==> src/rtl/pbridge_pkg.sv <==
// ============================================================================
// Module   : pbridge_pkg
// Brief    : Shared types and constants for the peripheral bus bridge.
// Revision : 1.0 - initial release
// ============================================================================
`default_nettype none

package pbridge_pkg;

  localparam int unsigned DATA_W         = 32;
  localparam int unsigned BE_W           = 4;
  localparam int unsigned BYTES_PER_WORD = 4;
  localparam int unsigned WIN_SIZE       = 32;
  localparam int unsigned PADDR_W        = 5;

  localparam logic [PADDR_W-1:0] OFF_DIN    = 5'd0;
  localparam logic [PADDR_W-1:0] OFF_DOUT   = 5'd4;
  localparam logic [PADDR_W-1:0] OFF_TIMER0 = 5'd8;
  localparam logic [PADDR_W-1:0] OFF_TIMER1 = 5'd12;
  localparam logic [PADDR_W-1:0] OFF_PWM0   = 5'd16;
  localparam logic [PADDR_W-1:0] OFF_ADOUT  = 5'd20;
  localparam logic [PADDR_W-1:0] OFF_7SEG   = 5'd24;

  typedef enum logic [2:0] {
    ST_IDLE   = 3'd0,
    ST_RD     = 3'd1,
    ST_RMW_RD = 3'd2,
    ST_WR     = 3'd3,
    ST_RESP   = 3'd4
  } state_t;

endpackage

`default_nettype wire

==> src/rtl/periph_bus_bridge_if.sv <==
// ============================================================================
// Module   : periph_bus_bridge_if
// Brief    : CPU-side request/response handshake of the peripheral bus bridge.
// Revision : 1.0 - initial release
// ============================================================================
`default_nettype none

interface periph_bus_bridge_if;
  import pbridge_pkg::*;

  logic              req_valid;
  logic              req_ready;
  logic              req_we;
  logic [DATA_W-1:0] req_addr;
  logic [DATA_W-1:0] req_wdata;
  logic [BE_W-1:0]   req_be;
  logic              rsp_valid;
  logic [DATA_W-1:0] rsp_rdata;
  logic              rsp_err;

  modport master (
    output req_valid, req_we, req_addr, req_wdata, req_be,
    input  req_ready, rsp_valid, rsp_rdata, rsp_err
  );

  modport slave (
    input  req_valid, req_we, req_addr, req_wdata, req_be,
    output req_ready, rsp_valid, rsp_rdata, rsp_err
  );

endinterface

`default_nettype wire

==> src/rtl/pbridge_merge.sv <==
// ============================================================================
// Module   : pbridge_merge
// Brief    : Byte-lane merge of an old and a new word under byte enables.
// Revision : 1.0 - initial release
// ============================================================================
`default_nettype none

module pbridge_merge
  import pbridge_pkg::*;
(
  input  wire logic [DATA_W-1:0] i_old,
  input  wire logic [DATA_W-1:0] i_new,
  input  wire logic [BE_W-1:0]   i_be,
  output logic      [DATA_W-1:0] o_merged
);

  for (genvar n = 0; n < BYTES_PER_WORD; n++) begin : g_lane
    assign o_merged[8*n +: 8] = i_be[n] ? i_new[8*n +: 8] : i_old[8*n +: 8];
  end

endmodule

`default_nettype wire

==> src/rtl/periph_bus_bridge.sv <==
// ============================================================================
// Module   : periph_bus_bridge
// Brief    : CPU load/store to registered 5-bit peripheral bus bridge.
//            Define PBRIDGE_RMW_EN to enable read-modify-write sub-word stores.
// Revision : 1.0 - initial release
// ============================================================================
`default_nettype none

module periph_bus_bridge
  import pbridge_pkg::*;
#(
  parameter logic [31:0] BASE_ADDR = 32'h0001_0000
) (
  input  wire logic               clk,
  input  wire logic               rst_n,
  periph_bus_bridge_if.slave      s_bus,
  output logic      [PADDR_W-1:0] A,
  output logic      [DATA_W-1:0]  WD,
  output logic                    WE,
  input  wire logic [DATA_W-1:0]  RD
);

  state_t              r_state;
  state_t              w_next;
  logic                w_accept;
  logic                w_err;
  logic                w_be_bad;
  logic                w_full;
  logic [PADDR_W-1:0]  r_a;
  logic [DATA_W-1:0]   r_wd;
  logic                r_we;
  logic                r_rsp_valid;
  logic [DATA_W-1:0]   r_rsp_rdata;
  logic                r_rsp_err;

  assign s_bus.req_ready = (r_state == ST_IDLE);
  assign w_accept        = s_bus.req_valid && s_bus.req_ready;
  assign w_full          = (s_bus.req_be == 4'hF);

`ifdef PBRIDGE_RMW_EN
  logic [BE_W-1:0]   r_be;
  logic [DATA_W-1:0] r_wdata;
  logic [DATA_W-1:0] w_merged;

  assign w_be_bad = s_bus.req_we && (s_bus.req_be == 4'h0);

  pbridge_merge u_merge (
    .i_old    (RD),
    .i_new    (r_wdata),
    .i_be     (r_be),
    .o_merged (w_merged)
  );
`else
  // Without RMW only whole-word stores can be honoured.
  assign w_be_bad = s_bus.req_we && !w_full;
`endif

  assign w_err = (s_bus.req_addr[31:5] != BASE_ADDR[31:5])
               || (s_bus.req_addr[1:0] != 2'b00)
               || w_be_bad;

  always_ff @(posedge clk or negedge rst_n) begin
    if (!rst_n) r_state <= ST_IDLE;
    else        r_state <= w_next;
  end

  always_comb begin
    w_next = r_state;
    case (r_state)
      ST_IDLE: begin
        if (w_accept) begin
          if (w_err)              w_next = ST_RESP;
          else if (!s_bus.req_we) w_next = ST_RD;
          else if (w_full)        w_next = ST_WR;
`ifdef PBRIDGE_RMW_EN
          else                    w_next = ST_RMW_RD;
`endif
        end
      end
      ST_RD:     w_next = ST_RESP;
`ifdef PBRIDGE_RMW_EN
      ST_RMW_RD: w_next = ST_WR;
`endif
      ST_WR:     w_next = ST_RESP;
      ST_RESP:   w_next = ST_IDLE;
      default:   w_next = ST_IDLE;
    endcase
  end

  // Strobes are registered from the next state so they line up with it.
  always_ff @(posedge clk or negedge rst_n) begin
    if (!rst_n) begin
      r_a         <= '0;
      r_wd        <= '0;
      r_we        <= 1'b0;
      r_rsp_valid <= 1'b0;
      r_rsp_rdata <= '0;
      r_rsp_err   <= 1'b0;
`ifdef PBRIDGE_RMW_EN
      r_be        <= '0;
      r_wdata     <= '0;
`endif
    end else begin
      r_we        <= (w_next == ST_WR);
      r_rsp_valid <= (w_next == ST_RESP);
      if (w_accept) begin
        r_rsp_err   <= w_err;
        r_rsp_rdata <= '0;
`ifdef PBRIDGE_RMW_EN
        r_be        <= s_bus.req_be;
        r_wdata     <= s_bus.req_wdata;
`endif
        if (!w_err) begin
          r_a <= s_bus.req_addr[PADDR_W-1:0];
          if (s_bus.req_we && w_full) r_wd <= s_bus.req_wdata;
        end
      end
      if (r_state == ST_RD) r_rsp_rdata <= RD;
`ifdef PBRIDGE_RMW_EN
      if (r_state == ST_RMW_RD) r_wd <= w_merged;
`endif
    end
  end

  assign A               = r_a;
  assign WD              = r_wd;
  assign WE              = r_we;
  assign s_bus.rsp_valid = r_rsp_valid;
  assign s_bus.rsp_rdata = r_rsp_rdata;
  assign s_bus.rsp_err   = r_rsp_err;

endmodule

`default_nettype wire

==> src/flat_wrapper.sv <==
// flat-port wrapper written by rule: the top's interface ports become plain ports
module periph_bus_bridge_flat import pbridge_pkg::*;
#(
  parameter logic [31:0] BASE_ADDR = 32'h0001_0000
)
  (clk, rst_n, A, WD, WE, RD, s_bus_req_valid, s_bus_req_we, s_bus_req_addr, s_bus_req_wdata, s_bus_req_be, s_bus_req_ready, s_bus_rsp_valid, s_bus_rsp_rdata, s_bus_rsp_err);
  periph_bus_bridge_if s_bus_i ();
  input  wire logic clk;
  input  wire logic rst_n;
  output logic      [PADDR_W-1:0] A;
  output logic      [DATA_W-1:0] WD;
  output logic WE;
  input  wire logic [DATA_W-1:0] RD;
  input wire logic [$bits(s_bus_i.req_valid)-1:0] s_bus_req_valid;
  input wire logic [$bits(s_bus_i.req_we)-1:0] s_bus_req_we;
  input wire logic [$bits(s_bus_i.req_addr)-1:0] s_bus_req_addr;
  input wire logic [$bits(s_bus_i.req_wdata)-1:0] s_bus_req_wdata;
  input wire logic [$bits(s_bus_i.req_be)-1:0] s_bus_req_be;
  output wire logic [$bits(s_bus_i.req_ready)-1:0] s_bus_req_ready;
  output wire logic [$bits(s_bus_i.rsp_valid)-1:0] s_bus_rsp_valid;
  output wire logic [$bits(s_bus_i.rsp_rdata)-1:0] s_bus_rsp_rdata;
  output wire logic [$bits(s_bus_i.rsp_err)-1:0] s_bus_rsp_err;
  assign s_bus_i.req_valid = s_bus_req_valid;
  assign s_bus_i.req_we = s_bus_req_we;
  assign s_bus_i.req_addr = s_bus_req_addr;
  assign s_bus_i.req_wdata = s_bus_req_wdata;
  assign s_bus_i.req_be = s_bus_req_be;
  assign s_bus_req_ready = s_bus_i.req_ready;
  assign s_bus_rsp_valid = s_bus_i.rsp_valid;
  assign s_bus_rsp_rdata = s_bus_i.rsp_rdata;
  assign s_bus_rsp_err = s_bus_i.rsp_err;
  periph_bus_bridge #(.BASE_ADDR(BASE_ADDR)) u_core (.clk(clk), .rst_n(rst_n), .s_bus(s_bus_i), .A(A), .WD(WD), .WE(WE), .RD(RD));
endmodule
==> config.mk <==
export PLATFORM = sky130hd
export DESIGN_NAME = periph_bus_bridge_flat
export DESIGN_NICKNAME = d
export VERILOG_FILES = /design/src/rtl/pbridge_pkg.sv /design/src/rtl/periph_bus_bridge_if.sv /design/src/rtl/pbridge_merge.sv /design/src/rtl/periph_bus_bridge.sv /design/src/flat_wrapper.sv
export SDC_FILE = /design/constraint.sdc
export NUM_CORES = 1
export LEC_CHECK = 0
export ABC_AREA = 0
export BUFFER_PORTS_ARGS = -buffer_cell sky130_fd_sc_hd__buf_2
export CORE_AREA = 2 2 85 87
export DETAILED_ROUTE_END_ITERATION = 12
export DIE_AREA = 0 0 87 89
export GPL_ROUTABILITY_DRIVEN = 1
export GPL_TIMING_DRIVEN = 1
export PLACE_DENSITY = 0.79
export SLEW_MARGIN = 5
export SYNTH_ARGS = -nofsm -noshare
export SYNTH_HDL_FRONTEND = slang
export SYNTH_HIERARCHICAL = 1
export SYNTH_SLANG_ARGS = --single-unit
==> constraint.sdc <==
create_clock -name clk -period 2 [get_ports clk]
set_input_delay 0.4 -clock clk [delete_from_list [all_inputs] [get_ports clk]]
set_output_delay 0.4 -clock clk [all_outputs]
set_load 0.1 [all_outputs]
* After elaboration in Yosys (flattened, before gate mapping)
Cells that the tools add are included.
** Cells by class
- Equal/unequal tests :: 6
- Bitwise operators :: 1
- Mux-type cells :: 7
- Reduce and logical (&&, ||, !) cells :: 12
** Operators by type and width (number)
- 2-to-1 mux 32 bit :: 2
- != test 27 x 12 -> 1 bit, second input constant :: 1
- 2-to-1 mux 3 bit :: 4
- == test 3 x 2 -> 1 bit, second input constant :: 2
- one-hot mux 3 bit (2 select lines) :: 1
- == test 4 bit, second input constant :: 1
- nonzero test 2 bit :: 2
- == test 3 x 1 -> 1 bit, second input constant :: 1
- == test 3 bit, second input constant :: 1
- logical AND 1 bit :: 3
- logical NOT 3 bit :: 1
- AND reduction 3 bit :: 1
- logical OR 1 bit :: 2
- AND reduction 2 bit :: 1
- OR reduction 2 bit :: 1
- logical NOT 1 bit :: 1
- inverter 1 bit :: 1
** Word-level totals
- Register bits :: 75
- Logic and storage cells :: 33
- Bits of input ports :: 104

* Logic depth before layout (Yosys ltp)
- Depth in word-level cells :: 8
- Mapped depth :: 5
- Gate-level depth less buffers :: 4

* Least setup slack after synthesis
OpenSTA, ideal clock, no wires.
- Path type :: reg-to-reg
- Start point :: reg u_core.r_state[0]
- End point :: reg u_core.r_wd[14] (netlist: u_core/WD[14])
- Slack :: -1123 ps
- Path buffers :: 1
- Cell stages (with the launch flop) :: 6
- Library setup time :: 125 ps
- Arrival :: 2998 ps
- Data required time :: 1875 ps
- Period minus slack after synthesis :: 3123 ps
- Path through :: dfrtp_1 nor3_2 nand2_1 nor4b_4 buf_6 mux2_2
** On the way
- Word-level cells in the longest chain between the ends :: 3
** Ends and longest elaborated chain
- start: declaration :: RTL line periph_bus_bridge.sv:23 : state_t r_state;
- start signal: assignment :: RTL line periph_bus_bridge.sv:64 : else r_state <= w_next;
- logical NOT 3 bit :: RTL line periph_bus_bridge.sv:36 : assign s_bus.req_ready = (r_state == ST_IDLE);
- net s_bus_req_ready :: RTL line flat_wrapper.sv:19 : output wire logic [$bits(s_bus_i.req_ready)-1:0] s_bus_req_ready;
- logical AND 1 bit :: RTL line periph_bus_bridge.sv:37 : assign w_accept = s_bus.req_valid && s_bus.req_ready;
- AND reduction 3 bit (no line)
- end signal: assignment :: RTL line periph_bus_bridge.sv:115 : if (s_bus.req_we && w_full) r_wd <= s_bus.req_wdata;
- end: declaration :: RTL line periph_bus_bridge.sv:30 : logic [DATA_W-1:0] r_wd;
The timed path passes the listed nets, and every way through them passes these cells.
A chain may end at the register's enable or synchronous reset.

* Final worst setup path
- Start point :: reg u_core.r_state[0]
- End point :: out s_bus_req_ready
** On the way
- Word-level cells in the longest chain between the ends :: 1
** Ends and longest elaborated chain (RTL line)
- logical NOT 3 bit :: periph_bus_bridge.sv:36
- end: declaration :: flat_wrapper.sv:19
Every way passes these cells.

==> impl_results.md <==
* Post-DP Area at 0.00386 mm^2
* Final wirelength at 6410 um
* Setup Skew at 10.9 ps
* Commonest non-fill, non-tap cell in the layout: buf_2
* Slew @ Worst Pin at 732 ps
* Die area at 0.00774 mm^2
* Core area at 0.00672 mm^2
* Distinct cells, synth at 25
* Crit start category: flop
* Worst Setup Path Type: flop to primary output
* Leak at 2.36 nW
* HPWL after detailed placement at 4780 um
* R2R cell count at 5
* Mapped Area at 0.00287 mm^2
* Pin count of the biggest net entering global routing at 39
* 1st-iter DRT viols at 64
* # port buffers at between 150 and 200
* Horiz. Die Dim at roughly 87 um
* Worst slew margin at 51.1%
* Uppermost routed layer: met4
* Synth-to-Final Area Change at 41.2%
* GR Overflow Total at 0
* Critical path endpoint category: primary output
* Cell row count at 30
* Nets at approximately 470
* Most frequent cells in the layout: buf_2, dfrtp_1, a22o_1
* Max stage delay cell, worst path: buf_2
* Worst-path clk slew at 80 ps
* Met3 WL post-DR at about 560 um
* Placed insts at 433
* Hold Buf Count CTS at 0
* Antenna violations before repair at 0
* Fraction of layout cells with a size suffix above 1 at 66.4%
* Clk Latency, worst-skew pair at about 330 ps
* Final Max Tran Viols at 0
* Post-layout instance count excluding filler cells at 449
* Htree depth at 3
* Fmax at 537 MHz
* Post-Syn Area per Cell at 15.7 um^2
* Worst-path cell chain: nor3_4 -> buf_2
* ANT cells at 0
* Clock root buffer: clkbuf_8
* Postcts setup bufs at 0
* Syn Inst Count at 182
* Peak VDD IR at about 0.38 mV
* Antenna-violating nets left at 0
* Clk buf depth at 2
* Met2 routed WL at 3150 um
* Clock Sinks at 75
* All-Layer GR Usage at about 17%
* Finish-stage setup viols at 0
* CTS tree: built
* Final worst-path cycle share at 93.2%
* Fill count at roughly 550
* DR pass1 iterations at 4
* CP arrival at between 1000 and 1500 ps
* Avg WL per Cell at 14.3 um
* Final Hold Slack at around 17 ps
* Post-DR vias/cell at 4.93
* P per Cell Area at approximately 670 mW/mm^2
* HP Class: input port to asynchronous set/reset pin
* I/O pin total at 177
* GP Congestion at roughly 0.75
* #FFs+latches synth at 75
* CP required at ~1600 ps
* RSZ-0062 raised after global routing: no
* Design area at 0.00405 mm^2
* Via count at 2,213
* Slowest stage delay, CP at about 470 ps
* Starting Density at 42.7%
* Metal-1 WL at ~2600 um
* Fin crit period at 1860 ps
* DRC violations left at 0
* Outcome: finished, final reports clean
* Syn Nets at 286
* First-pass GRT wire length at around 10000 um
* Post-synthesis sequential area ratio at approximately two thirds
* Vias in the first global route at 2,221
* Number of buffers created by CTS at 9
* Max-Cap Viols at 0
* Crit-path max FO at 4
* Die height at 89 um
* Yosys Warn Count at 6
* Fin. Hold Viols at 0
[critical path: cells and delay by family, from the launching register on]
kind                   cells  cell delay, ps
buffers and inverters      1             470
flip-flops                 1             430
AND/OR/NAND/NOR            1             240
[path summary, 6_finish.rpt]
| check | from | to | slack, ps |
|---|---|---|---|
| worst max-delay path | u_core/r_state[0] | s_bus_req_ready | 140 |
| worst min-delay path | rst_n | u_core/WD[18] | 20 |
| worst max register to register | u_core/r_state[0] | u_core/WD[24] | 170 |
| worst min register to register | u_core/WD[13] | u_core/WD[13] | 490 |
| max in group asynchronous | rst_n | u_core/s_bus.rsp_rdata[22] | 1410 |
| min in group clk | s_bus_req_we | u_core/WE | 290 |
[sequential cells by signal, indices dropped and copies added (netlist names)]
| register | cells |
|---|---|
| u_core/A | 5 |
| u_core/WD | 32 |
| u_core/WE | 1 |
| u_core/r_state | 3 |
| u_core/s_bus.rsp_err | 1 |
| u_core/s_bus.rsp_rdata | 32 |
| u_core/s_bus.rsp_valid | 1 |
[Yosys cell counts, drive strengths merged]
library cell	number	area, um^2
dfrtp	75	1880
or4	1	7.51
buf	4	45.0
nor4b	2	32.5
nor2	4	15.0
and2	3	21.3
a2111oi	1	15.0
nand4	3	18.8
clkbuf	6	22.5
nor3b	1	7.51
inv	3	11.3
nor3	2	15.0
o21a	1	7.51
a22o	34	300
mux2	35	405
nand2	1	3.75
nor4	5	50.1
a2111o	1	11.3
[per-layer routing]
metal	up-vias	GRT usage (%)
li1	1039	-
met1	1063	19.6
met3	8	4.89
met5	-	0
met2	103	28.2
met4	0	7.95
[cell families (layout without fill, tap and decap cells)]
family / Yosys count / count (layout) / share of synthesized area (%)
multiplexers: 35 / 35 / 14.1
flip-flops: 75 / 75 / 65.5
buffers and inverters: 13 / 200 / 2.75
AND/OR/NAND/NOR: 22 / 22 / 5.98
AO/OA/AOI/OAI: 37 / 37 / 11.7
[layout make-up]
class                      instances  area (um^2)  share of cell area [%]
sequential                        75         1880                    46.4
timing repair buffer             181          946                    23.4
tap                               80          100                    2.47
multi-input combinational         94          935                    23.1
clock buffer                      11          151                    3.74
clock inverter                     5         27.5                   0.680
inverter                           3         11.3                   0.278
[power by group]
part / switching (mW) / total [mW] / internal, mW
combinational: 0.104 / 0.192 / 0.0882
clock: 0.509 / 1.02 / 0.509
sequential: 0.00249 / 1.52 / 1.52
total: 0.615 / 2.73 / 2.12
[per-stage QoR]
stage	TNS, ps	util (%)	setup slack [ps]	power [mW]
final	0	60.2	137	2.73
after global routing	0	60.2	53.6	2.86
after CTS	0	60.2	96.9	2.78
after detailed placement	-5620	57.5	-134	1.74
after global placement	-2950	57.5	-94.4	1.74
after floorplan	-25130	-	-547	1.60
[timing repair]
item / 4_1_cts / 5_1_grt
resized for setup: 1 / 0
setup endpoints to repair: 32 / 0
hold endpoints to repair: 0 / 0
(Power assumes the default switching activity.)
